**src/rtl/skew_feeder.sv**
```systemverilog
`default_nettype none
// ============================================================================
// Module   : skew_feeder
// Purpose  : Accepts one ROWS-wide operand vector per beat and re-emits it
//            diagonally skewed (lane r delayed r extra cycles) for a systolic
//            PE array; runs one tile per start, drains, then pulses done.
// Revision : 1.0 - initial release
// ============================================================================
module skew_feeder #(
  parameter int ROWS  = 4,
  parameter int WIDTH = 8,
  parameter int LEN_W = 8
) (
  input  logic                  clk,
  input  logic                  reset,
  input  logic                  start,
  input  logic [LEN_W-1:0]      tile_len,
  input  logic                  in_valid,
  output logic                  in_ready,
  input  logic [ROWS*WIDTH-1:0] in_data,
  output logic [ROWS*WIDTH-1:0] out_data,
  output logic [ROWS-1:0]       out_valid,
  output logic                  busy,
  output logic                  done
);

  typedef enum logic [1:0] {
    ST_IDLE   = 2'd0,
    ST_STREAM = 2'd1,
    ST_DRAIN  = 2'd2
  } state_t;

  localparam logic [LEN_W-1:0] c_len_one = LEN_W'(1);

  state_t                  state_q, state_d;
  logic [LEN_W-1:0]        len_q, len_d;
  logic [LEN_W-1:0]        cnt_q, cnt_d;

  logic [ROWS*WIDTH-1:0]   inj_data_q;
  logic                    inj_valid_q;
  logic                    inj_last_q;
  logic                    last_q [0:ROWS-1];

  logic                    w_accept;
  logic                    w_last_beat;
  logic                    w_done;

  assign w_accept    = in_valid & in_ready;
  assign w_last_beat = (cnt_q == (len_q - c_len_one));

  // ------------------------------------------------------------------------
  // Control FSM
  // ------------------------------------------------------------------------
  always_ff @(posedge clk) begin
    if (reset) begin
      state_q <= ST_IDLE;
      len_q   <= '0;
      cnt_q   <= '0;
    end else begin
      state_q <= state_d;
      len_q   <= len_d;
      cnt_q   <= cnt_d;
    end
  end

  always_comb begin
    state_d = state_q;
    len_d   = len_q;
    cnt_d   = cnt_q;
    unique case (state_q)
      ST_IDLE: begin
        if (start && (tile_len != '0)) begin
          state_d = ST_STREAM;
          len_d   = tile_len;
          cnt_d   = '0;
        end
      end
      ST_STREAM: begin
        if (w_accept) begin
          if (w_last_beat) begin
            state_d = ST_DRAIN;
          end else begin
            cnt_d = cnt_q + c_len_one;
          end
        end
      end
      ST_DRAIN: begin
        if (w_done) begin
          state_d = ST_IDLE;
        end
      end
      default: begin
        state_d = ST_IDLE;
      end
    endcase
  end

  assign in_ready = (state_q == ST_STREAM);
  assign busy     = (state_q != ST_IDLE);

  // ------------------------------------------------------------------------
  // Shared injection register: a cycle without an accepted beat becomes a
  // zero bubble, so every lane chain advances in lock-step.
  // ------------------------------------------------------------------------
  always_ff @(posedge clk) begin
    if (reset) begin
      inj_data_q  <= '0;
      inj_valid_q <= 1'b0;
      inj_last_q  <= 1'b0;
    end else begin
      inj_data_q  <= w_accept ? in_data : '0;
      inj_valid_q <= w_accept;
      inj_last_q  <= w_accept & w_last_beat;
    end
  end

  // Tag of the tile's final element, tracking the deepest lane.
  always_ff @(posedge clk) begin
    if (reset) begin
      for (int k = 0; k < ROWS; k++) begin
        last_q[k] <= 1'b0;
      end
    end else begin
      last_q[0] <= inj_last_q;
      for (int k = 1; k < ROWS; k++) begin
        last_q[k] <= last_q[k-1];
      end
    end
  end

  assign w_done = (state_q == ST_DRAIN) && last_q[ROWS-1] && out_valid[ROWS-1];
  assign done   = w_done;

  // ------------------------------------------------------------------------
  // Per-lane delay chains; stage r of lane r is the output register.
  // ------------------------------------------------------------------------
  for (genvar r = 0; r < ROWS; r++) begin : g_lane
    logic [WIDTH-1:0] data_q  [0:r];
    logic             valid_q [0:r];

    always_ff @(posedge clk) begin
      if (reset) begin
        for (int k = 0; k <= r; k++) begin
          data_q[k]  <= '0;
          valid_q[k] <= 1'b0;
        end
      end else begin
        data_q[0]  <= inj_data_q[r*WIDTH +: WIDTH];
        valid_q[0] <= inj_valid_q;
        for (int k = 1; k <= r; k++) begin
          data_q[k]  <= data_q[k-1];
          valid_q[k] <= valid_q[k-1];
        end
      end
    end

    assign out_valid[r]                = valid_q[r];
    assign out_data[r*WIDTH +: WIDTH]  = valid_q[r] ? data_q[r] : '0;
  end

endmodule
`default_nettype wire
```
**config.mk**
```make
export PLATFORM = sky130hd
export DESIGN_NAME = skew_feeder
export DESIGN_NICKNAME = d
export VERILOG_FILES = /design/src/rtl/skew_feeder.sv
export SDC_FILE = /design/constraint.sdc
export NUM_CORES = 1
export LEC_CHECK = 0
export CORE_ASPECT_RATIO = 0.75
export CORE_UTILIZATION = 55
export DETAILED_ROUTE_END_ITERATION = 12
export DONT_BUFFER_PORTS = 1
export PLACE_DENSITY = 0.7
export SYNTH_ARGS = -nofsm -noshare
export SYNTH_HDL_FRONTEND = slang
export SYNTH_SLANG_ARGS = --single-unit
```
**constraint.sdc**
```tcl
create_clock -name clk -period 3.8 [get_ports clk]
set_input_delay 1.14 -clock clk [delete_from_list [all_inputs] [get_ports clk]]
set_output_delay 1.14 -clock clk [all_outputs]
set_load 0.1 [all_outputs]
```
After elaboration in Yosys (flattened, before gate mapping):

Memory sizes are Yosys's and may differ from the RTL's.
Index checks and enable logic that the tools add are counted.

* add/sub/neg operators: 2
* multipliers: 0
* div/mod/pow operators: 0
* order comparisons: 0
* equal/unequal tests: 8
* shift operators: 0
* mux-type cells: 42
* bitwise operators: 25
* reduce and logical (&&, ||, !) cells: 13

Operators with widths (count)
* $mux 8: 17
* $or 1x1->1: 22
* $mux 1: 19
* $pmux 8 s2: 1
* $add 8x1->8 const B: 1
* $eq 8x8->1: 1
* $mux 2: 4
* $reduce_and 4->1: 2
* $reduce_bool 8->1: 1
* $reduce_or 8->1: 1
* $sub 8x1->8 const B: 1
* $ne 2x2->1 const B: 3
* $pmux 2 s3: 1
* $ne 2x1->1 const B: 2
* $reduce_bool 2->1: 2
* $logic_and 1x1->1: 3
* $and 1x1->1: 2
* $eq 2x1->1 const B: 1
* $eq 2x2->1 const B: 1
* $logic_not 2->1: 1
* $reduce_and 2->1: 1
* $reduce_or 2->1: 1
* $not 1->1: 1
* $reduce_or 1->1: 1

* bits in registers: 52
* latch bits: 0
* bits in writable memories: 94
* memory bits (read-only): 0
* bits of input ports: 44
* logic and storage cells: 105
* memories: 9

Memories
* g_lane[3].data_q: words 4, width 8, rd ports 4, clocked after Yosys merged registers in 0, wr ports 4, RTL line 138 `logic [WIDTH-1:0] data_q [0:r];`
* g_lane[2].data_q: words 3, width 8, rd ports 3, clocked after Yosys merged registers in 0, wr ports 3, RTL line 138
* g_lane[1].data_q: words 2, width 8, rd ports 2, clocked after Yosys merged registers in 0, wr ports 2, RTL line 138
* g_lane[0].data_q: words 1, width 8, rd ports 1, clocked after Yosys merged registers in 0, wr ports 1, RTL line 138
* g_lane[3].valid_q: words 4, width 1, rd ports 4, clocked after Yosys merged registers in 0, wr ports 4, RTL line 139 `logic valid_q [0:r];`
* last_q: words 4, width 1, rd ports 4, clocked after Yosys merged registers in 0, wr ports 4, RTL line 42 `logic last_q [0:ROWS-1];`
* 3 more memories

Depth between registers and ports, before layout:

Gate-level depths: netlist of the first run.

* depth after elaboration: 5
* depth in mapped cells: 8
* mapped depth without buffers: 8

Worst setup path after synthesis of the first run:

OpenSTA, ideal clock, no wires.

* kind: register to output
* from: register state_q[0]
* to: output in_ready
* arrival time: 1.853 ns
* required time: 2.660 ns
* path slack: 0.807 ns
* cell stages (with the launch flop): 2
* path buffers: 0
* path through: dfxtp_1 > nor2b_1

* cells in the longest elaborated chain, start to end: 1

Ends and longest elaborated chain
* start: declaration: RTL line 35 `state_t state_q, state_d;`
* start signal: assignment: RTL line 60 `state_q <= state_d;`
* $eq 2x1->1: RTL line 98 `assign in_ready = (state_q == ST_STREAM);`
* end: declaration: RTL line 19 `output logic in_ready,`

Every way passes these cells.

Worst setup path in the final report of the first run:

* from: register state_q[1]
* to: output busy

* cells in the longest elaborated chain, start to end: 1

Ends and longest elaborated chain
* $reduce_bool 2->1: RTL line 99 `assign busy = (state_q != ST_IDLE);`
* end: declaration: RTL line 23 `output logic busy,`

Every way passes these cells.

==> flow_metrics.py, run 1 <==
metrics = {
    "outcome": {
        "status": "complete, no violations",
    },
    "clocking": {
        "clk_latency_ns": 0.40,
        "post_cts_resize_count": 0,
        "cts_tree": "done",
        "postCtsSetupRepairBufs": 0,
        "cts-hold-fix-buffers": 0,
        "cts-buffers-inserted": 17,
        "clkTransAtPathRegs_ns": 0.06,
        "htreeDepth": 4,
        "cts_sinks": 140,
        "cts-root-buf": "clkbuf_16",
        "clk_path_buf_depth": 2,
    },
    "sta": {
        "max_slew_margin_pct": 43.83,
        "fmax_mhz": 348.9,
        "worstMarginPinSlew_ns": 0.8416,
        "final-max-slew-violation-count": 0,
        "rsz0062_at_grt": "false",
        "fin_crit_sh_pct": 75.43,
        "whs_ns": 0.4286,
        "skew_ns": 0.01241,
        "setup_viol": 0,
        "fin_tns_setup_ns": 0,
        "final-hold-violation-count": 0,
        "fin_crit_ns": 2.866,
    },
    "die": {
        "rows": 28,
        "ios": 83,
        "die_w_um": 108.6,
        "initial_core_util_pct": 58.21,
        "core_mm2": 0.008058,
        "die-area_mm2": 0.008906,
        "die_y_um": 81.98,
    },
    "global_route": {
        "grt_pass1_wl_mm": 11.39,
        "grt_max_degree": 104,
        "grt_pass1_vias": 2459,
        "grtUsageTotal_pct": 17.52,
        "overflow": 0,
        "antenna_found_initial": 0,
    },
    "drt": {
        "remaining_drc_errors": 0,
        "dr.first_iter.drc_count": 114,
        "final_antenna_net_count": 0,
        "drt-wirelength-per-cell_um": 12.22,
        "vias": 2866,
        "viasPerCell": 4.817,
        "routed_wl_mm": 7.270,
        "dr.pass1.iters": 4,
    },
    "final_layout": {
        "drive_gt1_share_pct": 17.76,
        "insertedDiodeCount": 0,
        "seq_area_mm2": 0.002803,
        "n_fill_cell": 616,
        "area_growth_pct": 19.42,
        "multi_input_area_mm2": 0.001770,
        "design_area_mm2": 0.005602,
        "nets": 523,
    },
    "place": {
        "place_hpwl_mm": 4.607,
        "placed_cell_area_mm2": 0.005016,
        "io_buffers": 0,
        "gp_congestion": 0.8215,
    },
    "power": {
        "p_leak_nw": 2.300,
        "vdd_drop_max_v": 0.0003439,
        "total_power_mw": 3.216,
        "p_per_area_mw_per_mm2": 574.1,
    },
    "logic_synthesis": {
        "syn_area_per_cell_um2": 10.66,
        "yosysTopAreaCell": "dfxtp_1",
        "synth_fp_nets": 486,
        "yosysWarningCount": 0,
        "syn_inst": 440,
        "synth.distinct_cells": 43,
        "syn-cell-area_mm2": 0.004691,
        "synthFlopType": "dfxtp_1",
        "yosys-top-cells-count": "140 x dfxtp_1, 90 x nor2b_1, 65 x and2_1, 15 x clkbuf_1",
        "synthTopCellsByArea": "dfxtp_1 60%, nor2b_1 12%, and2_1 8.7%, a21oi_1 1.5%, nand3_1 1.5%",
        "async_reset_ff_share_pct": 0,
        "synth_most_common_cell": "dfxtp_1",
        "yosysTopAreaCellShare_pct": 59.75,
        "synth-edff-count": 0,
        "synth-seq-area-share_pct": 59.75,
        "ys_seq_elements": 140,
    },
    "setup_path": {
        "cp_max_fo": 9,
        "cp_slowest_cell": "inv_1",
        "cp.required_ns": 2.66,
        "path_cells": "nor2_1 > inv_1",
        "critPathLaunchType": "register",
        "critPathKind": "register to primary output",
        "slowest_delay_ns": 0.55,
        "critPathArrivalTime_ns": 1.73,
        "end_kind": "primary output",
    },
    "run": {
        "maxCapViolations": 0,
    },
    "worst_hold_path": {
        "hp-class": "register to register",
    },
}
cell usage in the layout (no fill, tap or decap), types with 2 or more instances in the layout:
master and n:
and2_1 65, and3_2 2, buf_4 39, dfxtp_1 140
a31oi_1 2, mux2i_1 4, or4_1 3, nor2b_1 89
nand3_1 14, or3_1 2, and3_1 2, inv_1 5
and2_2 2, or2b_2 4, xnor2_1 6, nor3_1 10
nor2_1 8, clkinv_4 3, inv_8 3, inv_6 5
o21ai_0 2, nand4_1 2, nand2_1 14, a21oi_1 14
xor2_1 5, nand2b_1 2, clkbuf_16 17, a2bb2oi_1 2
ha_1 2
through the flow:
step	setup WS [ns]	util, %	instances
final	0.9337	69.52	595
after global routing	0.8282	69.52	595
after CTS	0.9350	69.52	595
after detailed placement	0.6034	62.25	563
after global placement	0.7204	62.25	563
after floorplan	0.8074	-	440
sequential cells by signal, indices dropped and copies added (netlist names):
name            count
inj_valid_q         1
last_q              4
inj_last_q          1
g_lane.data_q      80
cnt_q               8
inj_data_q         32
state_q             2
g_lane.valid_q      4
len_q               8
layout make-up:
cell class	instances	area share, %
clock inverters	14	2.613
repair buffers	39	5.227
flip-flops and latches	140	50.03
multi-input cells	274	31.61
inverters	5	0.3350
clock buffers	18	7.840
well taps	105	2.345
cells by family after synthesis:
group,Yosys count,share of synthesized area (%)
compound gates,30,4.482
simple gates,226,29.42
mux,4,0.8536
flops,140,59.75
xor+xnor,12,2.401
buf+inv,26,2.561
fa+ha+maj,2,0.5334
metal layers:
layer  global-route usage, %  share of wire, %  wire (um)
met5                       0                 0          0
met1                   21.18                46       3343
met3                   6.429               5.1        373
met4                   8.243               1.3         92
met2                   27.97                48       3461
where the power goes:
group          switching (mW)  total, mW  internal, mW  leakage (nW)
logic                  0.0753      0.123        0.0476         0.881
registers              0.0146       1.50          1.49          1.13
clock network           0.645       1.59         0.943         0.288
worst max-delay path: cells and delay by family (launching register included):
kind                   cells  cell delay, ns
buffers and inverters      1            0.55
and+or+nand+nor            1            0.43
DFF                        1            0.34
worst paths after layout:
kind | start | to | slack, ns | cells past startpoint
worst max-delay path | state_q[1]$_SDFFE_PP0P_ | busy | 0.93 | 2
worst min-delay path | inj_data_q[21]$_SDFF_PP0_ | g_lane[2].data_q[0][5]$_SDFF_PP0_ | 0.43 | 1
worst max register to register | state_q[0]$_SDFFE_PP0P_ | cnt_q[4]$_SDFFE_PP0P_ | 1.12 | 6
worst min register to register | inj_data_q[21]$_SDFF_PP0_ | g_lane[2].data_q[0][5]$_SDFF_PP0_ | 0.43 | 1
Note: power is estimated with default switching activity, not from simulation.
==> inputs of run 2 (changes only) <==
- PLACE_DENSITY: 0.7 -> 0.73
- clock period: 3.8 -> 2.5 ns (I/O delays scaled with it)
==> flow_metrics.py, run 2 (same netlist as run 1, synthesis figures left out) <==
metrics = {
    "outcome": {
        "status": "complete, no violations",
    },
    "place": {
        "gp_congestion": 0.7659,
        "detailedPlace.worstSlack_ns": 0.1324,
        "io_buffers": 0,
        "place_hpwl_mm": 5.015,
    },
    "setup_path": {
        "slowest_delay_ns": 0.51,
        "critPathLaunchType": "register",
        "cp_slowest_cell": "or4_1",
        "critPathKind": "register to register",
        "path_cells": "nor3_2 > xnor2_1 > a2bb2oi_1 > a2111oi_4 > buf_4 > or4_1 > a21oi_1",
        "path_buf_inv": 1,
        "cp_max_fo": 10,
        "worstRegToRegCells": 7,
        "critPathArrivalTime_ns": 2.66,
        "path_depth": 7,
        "cp_top_family": "simple AND/OR/NAND/NOR gates",
        "end_kind": "register",
        "cp.required_ns": 2.83,
    },
    "clocking": {
        "cts-hold-fix-buffers": 0,
        "clk_latency_ns": 0.41,
        "postCtsSetupRepairBufs": 0,
        "cts-buffers-inserted": 17,
        "clk_path_buf_depth": 2,
        "cts-root-buf": "clkbuf_16",
        "clkTransAtPathRegs_ns": 0.06,
        "post_cts_resize_count": 0,
        "cts_tree": "done",
        "cts_sinks": 140,
        "htreeDepth": 4,
    },
    "die": {
        "die-area_mm2": 0.008906,
        "rows": 28,
        "initial_core_util_pct": 58.21,
        "die_y_um": 81.98,
        "die_w_um": 108.6,
        "ios": 83,
        "core_mm2": 0.008058,
    },
    "final_layout": {
        "area_growth_pct": 29.50,
        "insertedDiodeCount": 0,
        "utilization_pct": 75.39,
        "final_common_cell": "dfxtp_1",
        "largestRegisters": "g_lane.data_q (80), inj_data_q (32)",
        "max_flop_register": "g_lane.data_q",
        "final_cell_mix": "140 x dfxtp_1, 89 x nor2b_1, 65 x and2_1",
        "nets": 528,
        "largest_register_ffs": 80,
        "drive_gt1_share_pct": 18.38,
    },
    "global_route": {
        "overflow": 0,
        "grtUsageTotal_pct": 19.96,
        "grt_max_degree": 104,
        "grt_pass1_wl_mm": 13.01,
        "antenna_found_initial": 0,
        "grt_pass1_vias": 2732,
    },
    "power": {
        "p_leak_nw": 2.415,
        "vdd_drop_max_v": 0.0005485,
        "total_power_mw": 5.011,
        "p_per_area_mw_per_mm2": 824.9,
    },
    "sta": {
        "fin_crit_ns": 2.333,
        "fmax_mhz": 428.7,
        "final-hold-violation-count": 0,
        "skew_ns": 0.01008,
        "worst_slack_ns": 0.1673,
        "max_slew_margin_pct": 69.32,
        "worstMarginPinSlew_ns": 0.4567,
        "fin_tns_setup_ns": 0,
        "fin_crit_sh_pct": 93.31,
        "rsz0062_at_grt": "false",
        "final-max-slew-violation-count": 0,
        "setup_viol": 0,
    },
    "drt": {
        "drt-wirelength-per-cell_um": 13.71,
        "viasPerCell": 4.923,
        "final_antenna_net_count": 0,
        "remaining_drc_errors": 0,
        "dr.pass1.iters": 4,
        "vias": 2954,
        "routed_wl_mm": 8.228,
        "dr.first_iter.drc_count": 106,
    },
    "worst_hold_path": {
        "hold_depth": 1,
        "hp-class": "primary input to register",
    },
    "run": {
        "maxCapViolations": 0,
    },
}
## run 2: worst paths after layout
check                                                        from                                 to  slack [ns]
worst min register to register  g_lane[3].data_q[1][7]$_SDFF_PP0_  g_lane[3].data_q[2][7]$_SDFF_PP0_        0.43
worst max-delay path                        len_q[0]$_SDFFE_PP0P_              cnt_q[6]$_SDFFE_PP0P_        0.17
worst min-delay path                                        reset              len_q[6]$_SDFFE_PP0P_        0.42
worst max register to register              len_q[0]$_SDFFE_PP0P_              cnt_q[6]$_SDFFE_PP0P_        0.17
## run 2: cell type report
class,count,area [um^2]
fillers,534,1983
inverters,5,18.77
flip-flops and latches,140,2803
multi-input cells,274,1770
well taps,105,131.4
repair buffers,44,743.2
clock inverters,12,151.4
clock buffers,20,456.7
## run 2: layer usage
layer / track usage, % / part of all wire (%) / up-vias
li1: - / - / 1496
met1: 22.79 / 43 / 1388
met2: 35.38 / 53 / 62
met3: 5.873 / 3.5 / 8
met4: 7.838 / 0.69 / 0
met5: 0 / 0 / -
## run 2: power breakdown
group | internal, mW | total, mW | switching [mW]
Combinational | 0.0794 | 0.198 | 0.119
Sequential | 2.26 | 2.29 | 0.0241
Clock | 1.55 | 2.52 | 0.970
Total | 3.90 | 5.01 | 1.11
## run 2: stage by stage
stage / cell area, um^2 / std cells / hold slack (ns)
floorplan: 4693 / 440 / 0.4138
global placement: 5466 / 568 / 0.4160
detailed placement: 5466 / 568 / 0.4220
CTS: 6075 / 600 / 0.4015
global route: 6075 / 600 / 0.3940
finish: 6075 / 600 / 0.4165
==> inputs of run 3 (changes only) <==
- ABC_AREA: default -> 1
- CORE_UTILIZATION: 55 -> 56
- CTS_CLUSTER_SIZE: default -> 20
- PLACE_DENSITY: 0.73 -> 0.74
==> flow_metrics.py, run 3 <==
metrics = {
    "clocking": {
        "cts-root-buf": "clkbuf_16",
        "htreeDepth": 4,
        "clk_latency_ns": 0.40,
        "post_cts_resize_count": 0,
        "cts_tree": "done",
        "cts-hold-fix-buffers": 0,
        "cts-buffers-inserted": 17,
        "cts_sinks": 140,
        "clkTransAtPathRegs_ns": 0.06,
        "postCtsSetupRepairBufs": 0,
        "clk_path_buf_depth": 2,
    },
    "global_route": {
        "globalRouteMet3Util_pct": 7.064,
        "grt_util_met2_pct": 35.17,
        "grt_max_degree": 99,
        "antenna_found_initial": 0,
        "grt_pass1_vias": 3365,
        "overflow": 0,
        "top_usage_layer": "met2",
        "met1_usage_pct": 24.31,
        "grt_pass1_wl_mm": 14.69,
        "grtUsageTotal_pct": 21.22,
    },
    "drt": {
        "drt-wirelength-per-cell_um": 11.02,
        "viasPerCell": 4.467,
        "dr.pass1.iters": 4,
        "routed_wl_mm": 8.662,
        "vias": 3511,
        "final_antenna_net_count": 0,
        "remaining_drc_errors": 0,
        "dr.first_iter.drc_count": 134,
    },
    "power": {
        "vdd_drop_max_v": 0.0005777,
        "p_leak_nw": 2.840,
        "p_per_area_mw_per_mm2": 813.8,
        "total_power_mw": 5.058,
    },
    "sta": {
        "fin_crit_sh_pct": 88.32,
        "worstMarginPinSlew_ns": 0.5726,
        "max_slew_margin_pct": 61.77,
        "setup_viol": 0,
        "fin_crit_ns": 2.208,
        "worst_slack_ns": 0.2921,
        "fmax_mhz": 452.9,
        "fin_tns_setup_ns": 0,
        "final-hold-violation-count": 0,
        "skew_ns": 0.008292,
        "rsz0062_at_grt": "false",
        "final-max-slew-violation-count": 0,
    },
    "final_layout": {
        "drive_gt1_share_pct": 13.13,
        "largestRegisters": "g_lane.data_q (80), inj_data_q (32)",
        "n_fill_cell": 607,
        "largest_register_ffs": 80,
        "max_flop_register": "g_lane.data_q",
        "final_common_cell": "inv_1",
        "final_cell_mix": "168 x inv_1, 142 x nor2_1, 140 x dfxtp_1",
        "area_growth_pct": 27.32,
        "nets": 711,
        "insertedDiodeCount": 0,
        "design_area_mm2": 0.006216,
    },
    "logic_synthesis": {
        "synth_compound_area_share_pct": 2.742,
        "synthSimpleGateAreaFrac_pct": 22.12,
        "syn_inst": 631,
        "synth.area.mux_share_pct": 0,
        "synthTopCellsByArea": "dfxtp_1 57%, inv_1 13%, nor2_1 11%, nand2_1 5.7%, nand3_1 1.7%",
        "yosysWarningCount": 0,
        "synth-seq-area-share_pct": 57.41,
        "synth_top_family_by_area": "simple AND/OR/NAND/NOR gates",
        "synth.distinct_cells": 28,
        "yosysTopAreaCellShare_pct": 57.41,
        "yosys.area_share.adder_pct": 0.5126,
        "synth-xor-area-share_pct": 1.615,
        "ys_seq_elements": 140,
        "async_reset_ff_share_pct": 0,
        "synth-edff-count": 0,
        "yosys-top-cells-count": "168 x inv_1, 143 x nor2_1, 140 x dfxtp_1, 74 x nand2_1, 17 x nand3_1",
        "synth_fp_nets": 677,
        "synth_most_common_cell": "inv_1",
        "synthFlopType": "dfxtp_1",
        "yosysTopAreaCell": "dfxtp_1",
        "syn-cell-area_mm2": 0.004882,
        "syn_area_per_cell_um2": 7.737,
    },
    "die": {
        "die-area_mm2": 0.009099,
        "ios": 83,
        "die_w_um": 109.8,
        "die_y_um": 82.86,
        "core_mm2": 0.008454,
        "initial_core_util_pct": 57.75,
        "rows": 29,
    },
    "setup_path": {
        "cp_top_family": "flip-flops",
        "cp.required_ns": 1.75,
        "critPathArrivalTime_ns": 1.46,
        "cp_max_fo": 10,
        "path_cells": "nand2_1 > nor2_2 > buf_12",
        "slowest_delay_ns": 0.52,
        "path_buf_inv": 1,
        "critPathKind": "register to primary output",
        "critPathLaunchType": "register",
        "end_kind": "primary output",
        "cp_slowest_cell": "dfxtp_1",
    },
    "run": {
        "maxCapViolations": 0,
    },
    "worst_hold_path": {
        "hp-class": "register to register",
    },
    "place": {
        "place_hpwl_mm": 5.586,
        "io_buffers": 0,
        "placed_cell_area_mm2": 0.005617,
        "detailedPlace.worstSlack_ns": 0.6311,
        "gp_congestion": 0.7919,
    },
    "outcome": {
        "status": "complete, no violations",
    },
}
run 3: changes by cell type after synthesis, moves of 4 or more:
cell / delta
nand2_2: +4
nor2b_1: -90
o21ai_0: +9
inv_1: +163
or2b_2: -4
buf_2: +5
mux2i_1: -4
inv_2: +4
nor3_1: -8
nand2_1: +60
and2_1: -65
nor2_1: +135
run 3: where the power goes:
group / leakage [nW] / internal (mW) / total (mW) / switching [mW]
registers: 1.13 / 2.27 / 2.30 / 0.0321
clock network: 0.283 / 1.57 / 2.50 / 0.933
logic: 1.42 / 0.0799 / 0.250 / 0.170
run 3: worst register-to-register path, cell delays in order (launching register included):
cell and delay (ns):
dfxtp_1 0.40, inv_2 0.08, ha_1 0.28, inv_1 0.08, nand2_1 0.06, nand2_1 0.08
nand2_1 0.04, nand2_1 0.08, nand3_2 0.09, nor2_4 0.13, nand3_4 0.15, nand2_4 0.14
nand2_1 0.08, a21oi_1 0.20
run 3: path summary, 6_finish.rpt:
| check | to | from | slack [ns] | cells after the start |
|---|---|---|---|---|
| worst max-delay path | done | g_lane[3].valid_q[3]$_SDFF_PP0_ | 0.29 | 3 |
| worst min-delay path | g_lane[3].data_q[2][6]$_SDFF_PP0_ | g_lane[3].data_q[1][6]$_SDFF_PP0_ | 0.39 | 2 |
| worst max register to register | cnt_q[2]$_SDFFE_PP0P_ | len_q[0]$_SDFFE_PP0P_ | 0.53 | 13 |
| worst min register to register | g_lane[3].data_q[2][6]$_SDFF_PP0_ | g_lane[3].data_q[1][6]$_SDFF_PP0_ | 0.39 | 2 |
run 3: layout make-up:
type	count	area (um^2)	area share, %
multi-input combinational	294	1320	21.24
clock buffer	18	429.2	6.904
sequential	140	2803	45.09
inverter	172	645.6	10.39
tap	108	135.1	2.174
timing repair buffer	40	713.2	11.47
clock inverter	14	170.2	2.738
run 3: cells by family after synthesis:
| group | after synthesis |
|---|---|
| simple gates | 257 |
| compound gates | 26 |
| buf+inv | 197 |
| fa+ha+maj | 2 |
| flops | 140 |
| xor+xnor | 9 |
run 3: metal layers:
metal	wire length (um)	vias up
li1	-	1851
met1	3865	1578
met2	4353	73
met3	352	9
met4	91	0
met5	0	-
run 3: stage by stage:
step	hold WS, ns	cells	util [%]
6_report	0.3947	786	73.52
5_1_grt	0.3913	786	73.52
2_1_floorplan	0.3883	631	-
3_3_place_gp	0.3887	754	66.43
3_5_place_dp	0.3920	754	66.43
4_1_cts	0.3956	786	73.52
